<file path="config.mk">
export PLATFORM = sky130hd
export DESIGN_NAME = cpu_mult_pipe_flat
export DESIGN_NICKNAME = d
export VERILOG_FILES = /design/src/rtl/cpu_mult_pipe_if.sv /design/src/rtl/cpu_mult_pipe.sv /design/src/flat_wrapper.sv
export SDC_FILE = /design/constraint.sdc
export NUM_CORES = 2
export LEC_CHECK = 0
export BUFFER_PORTS_ARGS = -buffer_cell sky130_fd_sc_hd__buf_2
export CORE_ASPECT_RATIO = 1.4
export CORE_MARGIN = 1.5
export CORE_UTILIZATION = 30
export DETAILED_ROUTE_END_ITERATION = 10
export SYNTH_ARGS = -nofsm -noshare
export SYNTH_HDL_FRONTEND = slang
export SYNTH_SLANG_ARGS = --single-unit
</file>
<file path="constraint.sdc">
create_clock -name clk -period 15.9 [get_ports clk]
set_input_delay 2.385 -clock clk [delete_from_list [all_inputs] [get_ports clk]]
set_output_delay 2.385 -clock clk [all_outputs]
set_load 0.1 [all_outputs]
</file>
<file path="src/rtl/cpu_mult_pipe_if.sv">
// Request/response bundle for the pipelined multiplier: operands, sideband tag,
// pipeline control (stall/flush) and the completion side.
interface cpu_mult_pipe_if #(
  parameter int WIDTH = 32,
  parameter int TAG_W = 5
);
  logic             in_valid;
  logic             stall;
  logic             flush;
  logic [WIDTH-1:0] src1;
  logic [WIDTH-1:0] src2;
  logic             sign1;
  logic             sign2;
  logic             hi_sel;
  logic [TAG_W-1:0] in_tag;
  logic             out_valid;
  logic [WIDTH-1:0] result;
  logic [TAG_W-1:0] out_tag;
  logic             busy;

  modport master (
    output in_valid, stall, flush, src1, src2, sign1, sign2, hi_sel, in_tag,
    input  out_valid, result, out_tag, busy
  );

  modport slave (
    input  in_valid, stall, flush, src1, src2, sign1, sign2, hi_sel, in_tag,
    output out_valid, result, out_tag, busy
  );
endinterface

</file>
<file path="src/rtl/cpu_mult_pipe.sv">
// Pipelined WIDTH x WIDTH multiplier with per-operand signedness, hi/lo half select
// and a tag carried alongside; global stall and flush, latency 2+OUT_REG.
module cpu_mult_pipe #(
  parameter int WIDTH   = 32,
  parameter int OUT_REG = 1,
  parameter int TAG_W   = 5
) (
  input logic            clk,
  input logic            reset_n,
  cpu_mult_pipe_if.slave bus
);
  localparam int H   = WIDTH / 2;
  localparam int PW  = 2 * WIDTH;
  localparam int PPW = WIDTH + 2;

  // Each operand is split into an unsigned low half and a (H+1)-bit high half that
  // carries the sign/zero extension, so all four partial products are signed.
  logic sgn1, sgn2;
  assign sgn1 = bus.sign1 & bus.src1[WIDTH-1];
  assign sgn2 = bus.sign2 & bus.src2[WIDTH-1];

  logic signed [PPW-1:0] a_ext   [2];
  logic signed [PPW-1:0] b_ext   [2];
  logic signed [PPW-1:0] pp_next [4];
  logic signed [PPW-1:0] pp_reg  [4];

  assign a_ext[0] = {{(PPW-H){1'b0}}, bus.src1[H-1:0]};
  assign a_ext[1] = {{(PPW-H){sgn1}}, bus.src1[WIDTH-1:H]};
  assign b_ext[0] = {{(PPW-H){1'b0}}, bus.src2[H-1:0]};
  assign b_ext[1] = {{(PPW-H){sgn2}}, bus.src2[WIDTH-1:H]};

  genvar gi, gj;
  generate
    for (gi = 0; gi < 2; gi++) begin : g_pp_row
      for (gj = 0; gj < 2; gj++) begin : g_pp_col
        assign pp_next[gi*2+gj] = a_ext[gi] * b_ext[gj];
      end
    end
  endgenerate

  logic             s1_hi_sel_reg;
  logic [TAG_W-1:0] s1_tag_reg;
  logic             s1_valid_reg;
  logic [WIDTH-1:0] s2_data_reg;
  logic [TAG_W-1:0] s2_tag_reg;
  logic             s2_valid_reg;

  always_ff @(posedge clk or negedge reset_n) begin
    if (!reset_n) begin
      for (int k = 0; k < 4; k++) pp_reg[k] <= '0;
      s1_hi_sel_reg <= 1'b0;
      s1_tag_reg    <= '0;
    end else if (!bus.stall) begin
      for (int k = 0; k < 4; k++) pp_reg[k] <= pp_next[k];
      s1_hi_sel_reg <= bus.hi_sel;
      s1_tag_reg    <= bus.in_tag;
    end
  end

  // Sign-extended partial products summed modulo 2^PW give the exact product.
  logic signed [PW-1:0] sum_next;
  logic [WIDTH-1:0]     s2_data_next;

  always_comb begin
    sum_next = '0;
    for (int k = 0; k < 4; k++) begin
      sum_next = sum_next + (PW'(pp_reg[k]) << (((k >> 1) + (k & 1)) * H));
    end
    s2_data_next = s1_hi_sel_reg ? sum_next[PW-1:WIDTH] : sum_next[WIDTH-1:0];
  end

  always_ff @(posedge clk or negedge reset_n) begin
    if (!reset_n) begin
      s2_data_reg <= '0;
      s2_tag_reg  <= '0;
    end else if (!bus.stall) begin
      s2_data_reg <= s2_data_next;
      s2_tag_reg  <= s1_tag_reg;
    end
  end

  // Flush wins over stall so a frozen pipeline can still be emptied.
  always_ff @(posedge clk or negedge reset_n) begin
    if (!reset_n) begin
      s1_valid_reg <= 1'b0;
      s2_valid_reg <= 1'b0;
    end else if (bus.flush) begin
      s1_valid_reg <= 1'b0;
      s2_valid_reg <= 1'b0;
    end else if (!bus.stall) begin
      s1_valid_reg <= bus.in_valid;
      s2_valid_reg <= s1_valid_reg;
    end
  end

  generate
    if (OUT_REG != 0) begin : g_out_reg
      logic [WIDTH-1:0] out_data_reg;
      logic [TAG_W-1:0] out_tag_reg;
      logic             out_valid_reg;

      always_ff @(posedge clk or negedge reset_n) begin
        if (!reset_n) begin
          out_data_reg <= '0;
          out_tag_reg  <= '0;
        end else if (!bus.stall) begin
          out_data_reg <= s2_data_reg;
          out_tag_reg  <= s2_tag_reg;
        end
      end

      always_ff @(posedge clk or negedge reset_n) begin
        if (!reset_n) begin
          out_valid_reg <= 1'b0;
        end else if (bus.flush) begin
          out_valid_reg <= 1'b0;
        end else if (!bus.stall) begin
          out_valid_reg <= s2_valid_reg;
        end
      end

      assign bus.out_valid = out_valid_reg;
      assign bus.result    = out_valid_reg ? out_data_reg : '0;
      assign bus.out_tag   = out_tag_reg;
      assign bus.busy      = s1_valid_reg | s2_valid_reg;
    end else begin : g_out_comb
      assign bus.out_valid = s2_valid_reg;
      assign bus.result    = s2_valid_reg ? s2_data_reg : '0;
      assign bus.out_tag   = s2_tag_reg;
      assign bus.busy      = s1_valid_reg;
    end
  endgenerate
endmodule
</file>
<file path="src/flat_wrapper.sv">
// flat-port wrapper written by rule: the top's interface ports become plain ports
module cpu_mult_pipe_flat 
#(
  parameter int WIDTH   = 32,
  parameter int OUT_REG = 1,
  parameter int TAG_W   = 5
)
  (clk, reset_n, bus_in_valid, bus_stall, bus_flush, bus_src1, bus_src2, bus_sign1, bus_sign2, bus_hi_sel, bus_in_tag, bus_out_valid, bus_result, bus_out_tag, bus_busy);
  cpu_mult_pipe_if #(.WIDTH(WIDTH), .TAG_W(TAG_W)) bus_i ();
  input logic clk;
  input logic reset_n;
  input wire logic [$bits(bus_i.in_valid)-1:0] bus_in_valid;
  input wire logic [$bits(bus_i.stall)-1:0] bus_stall;
  input wire logic [$bits(bus_i.flush)-1:0] bus_flush;
  input wire logic [$bits(bus_i.src1)-1:0] bus_src1;
  input wire logic [$bits(bus_i.src2)-1:0] bus_src2;
  input wire logic [$bits(bus_i.sign1)-1:0] bus_sign1;
  input wire logic [$bits(bus_i.sign2)-1:0] bus_sign2;
  input wire logic [$bits(bus_i.hi_sel)-1:0] bus_hi_sel;
  input wire logic [$bits(bus_i.in_tag)-1:0] bus_in_tag;
  output wire logic [$bits(bus_i.out_valid)-1:0] bus_out_valid;
  output wire logic [$bits(bus_i.result)-1:0] bus_result;
  output wire logic [$bits(bus_i.out_tag)-1:0] bus_out_tag;
  output wire logic [$bits(bus_i.busy)-1:0] bus_busy;
  assign bus_i.in_valid = bus_in_valid;
  assign bus_i.stall = bus_stall;
  assign bus_i.flush = bus_flush;
  assign bus_i.src1 = bus_src1;
  assign bus_i.src2 = bus_src2;
  assign bus_i.sign1 = bus_sign1;
  assign bus_i.sign2 = bus_sign2;
  assign bus_i.hi_sel = bus_hi_sel;
  assign bus_i.in_tag = bus_in_tag;
  assign bus_out_valid = bus_i.out_valid;
  assign bus_result = bus_i.result;
  assign bus_out_tag = bus_i.out_tag;
  assign bus_busy = bus_i.busy;
  cpu_mult_pipe #(.WIDTH(WIDTH), .OUT_REG(OUT_REG), .TAG_W(TAG_W)) u_core (.clk(clk), .reset_n(reset_n), .bus(bus_i));
endmodule
</file>
==> out/metrics.cfg <==
[outcome]
status = finished clean

[die]
rows = 178
core_sq_um = 168000
die_w_um = 350
num_io_pins = 116
die_h_um = 489
die_area_sq_um = 171000
start_util = 0.302

[worst_setup_path]
start_kind = input pin
worstSetupEndpointType = register
cpMostUsedCell = fa_1
crit_family = adder cells
cpMaxStageDelayCell = fa_1
critPathKind = input pin to register
critPathBufInv = 8
crit_required_ps = 16360
arrival_ps = 9260
cp_max_fo = 45
slowest_delay_ps = 560

[logic_synthesis]
synth_edf_count = 0
yosys.area.top_type = fa_1
ys_ff_latch = 215
synth_top_area_frac = 0.388
post-synth-top-count-cell = inv_1
syn-cell-area_sq_um = 50700
seq_area_frac_synth = 0.106
synth_area_leaders = fa_1 39%, ha_1 12%, dfrtp_1 11%, inv_1 9.0%, and2_1 6.6%
ys_warn_count = 0
ys.flop_type = dfrtp_1
synth_common_cells = 1212 x inv_1, 982 x fa_1, 758 x nand2_1
syn_avg_cell_area_sq_um = 9.04
async_flop_share = 1.00
synthCells = 5606
synth.distinct_cells = 83
syn_nets = 7149

[global_routing]
grt_max_degree = 113
grt_util_all_layers = 0.164
antenna_found_initial = 17
grt_first_pass_wirelength_mm = 221
grt_overflow_total = 0
first_global_vias = 40400

[detailed_routing]
viasPerCell = 4.73
drcViolationCount = 0
wirelength_mm = 137
drtAntennaViolNets = 0
dr.pass1.iters = 6
drtIter0Drc = 1802
drt-wirelength-per-cell_um = 17.5
vias = 37000

[clocking]
cts_setup_buffers = 0
cts-hold-fix-buffers = 0
h-tree-depth = 1
cts_sinks = 215
cts_buffer_depth = 3
clk_latency_ps = 620
cts_buffers = 27
cts_tree = yes
ctsResizeCount = 0
root_buffer = clkbuf_16
cts.clk_slew.worst_paths_ps = 60

[sta]
setup_viol = 0
hold_viol_final = 0
slew_headroom = 0.268
fin_crit_sh = 0.553
finClkSkew_ps = 46.7
fmax_mhz = 114
rsz0062_at_grt = false
drv_slew = 0
fin_tns_setup_ps = 0
tightest_slew_ps = 1100
timing.final.crit_period_ps = 8800

[layout]
area_growth_pct = 7.28
drive_gt1_frac = 0.0545
fin_nets = 7078
largest_reg_flops = 132

[place]
place.gp.congestion = 0.894
dpl.hpwl_mm = 107
io_buffers = 115

[job]
cap_violations = 0

[hold_path]
holdCritPathClass = register to register

==> placed cells by master (no fill, tap or decap), types with 9 or more instances in the layout <==
cell and instances:
buf_4 35, clkbuf_16 27, dfrtp_1 214, nor3_1 30, fa_1 982, nor2b_1 17
ha_1 484, o21a_1 28, a211oi_1 32, nand2b_1 28, or3_1 13, o21bai_1 22
inv_1 1212, nand2_1 758, o211ai_1 10, mux2i_1 19, nand3_1 36, and3_1 22
o31ai_1 16, a21o_1 63, mux2_2 64, and2_1 534, diode_2 9, buf_2 113
a21oi_1 133, xnor2_1 110, nor2_1 114, or2_2 19, xor2_1 65, a31oi_1 13
o21ai_0 206
==> per-stage QoR <==
stage | setup slack [ps] | instance area [sq um] | util | hold WS [ps] | cells
final | 7100 | 54300 | 0.324 | 470 | 7815
after detailed placement | 6450 | 53400 | 0.318 | 464 | 7756
after floorplan | 7470 | 50700 | - | 442 | 5606
after global routing | 6710 | 54300 | 0.324 | 489 | 7810
after global placement | 6470 | 53400 | 0.318 | 461 | 7756
after CTS | 7110 | 54300 | 0.323 | 466 | 7806
==> worst paths after layout <==
| path | start | end | slack [ps] | cells after the start |
|---|---|---|---|---|
| max reg2reg | u_core.pp_reg[119]$_DFFE_PN0N_ | u_core.s2_data_reg[23]$_DFFE_PN0N_ | 9440 | 23 |
| min | u_core.pp_reg[107]$_DFFE_PN0N_ | u_core.pp_reg[107]$_DFFE_PN0N_ | 470 | 2 |
| min in group asynchronous | reset_n | u_core.pp_reg[7]$_DFFE_PN0N_ | 1770 | 1 |
| min reg2reg | u_core.pp_reg[107]$_DFFE_PN0N_ | u_core.pp_reg[107]$_DFFE_PN0N_ | 470 | 2 |
| max in group asynchronous | reset_n | u_core.s2_valid_reg$_DFFE_PN0P_ | 11860 | 3 |
| max | bus_src1[31] | u_core.pp_reg[67]$_DFFE_PN0N_ | 7100 | 27 |
==> final cells by class <==
class / instances / area, sq um
timing repair buffer: 150 / 858
fill: 17600 / 114000
clock inverter: 14 / 179
sequential: 215 / 5380
inverter: 1213 / 4550
antenna: 9 / 22.5
multi-input combinational: 3928 / 39800
clock buffer: 36 / 749
tap: 2250 / 2820
==> worst reg2reg max path: stages, from the launching register on <==
cell and delay, ps:
dfrtp_1 480, fa_1 530, ha_1 220, fa_1 270, a211oi_1 120, o21ba_2 240, or2_2 310, a21oi_1 350
o211ai_1 180, a21boi_0 280, o21ai_0 150, a21bo_2 230, a21oi_1 350, ha_1 280, nand2_1 70, o21a_1 240
o22ai_1 190, a21oi_1 100, a211oi_1 440, o21ai_0 250, o21ai_0 350, xor2_1 190, a21oi_1 370, o21ai_0 120
==> routing by layer <==
| layer | track usage | wire [um] | up-vias |
|---|---|---|---|
| met3 | 0.0169 | 5420 | 254 |
| met2 | 0.298 | 70000 | 820 |
| met1 | 0.192 | 53900 | 19000 |
| met5 | 0 | 125 | - |
| li1 | - | - | 16800 |
| met4 | 0.0779 | 7320 | 22 |
==> kinds of logic after synthesis <==
family                   share of synthesized area
AND/OR/NAND/NOR                              0.154
XOR/XNOR                                    0.0303
flip-flops                                   0.106
buffers and inverters                        0.108
AO/OA/AOI/OAI                               0.0759
adder cells (fa/ha/maj)                      0.508
multiplexers                                0.0180
Power is left out: the tool's default activity adds up to more than one toggle a clock period on the data nets, which glitch-free logic cannot reach.
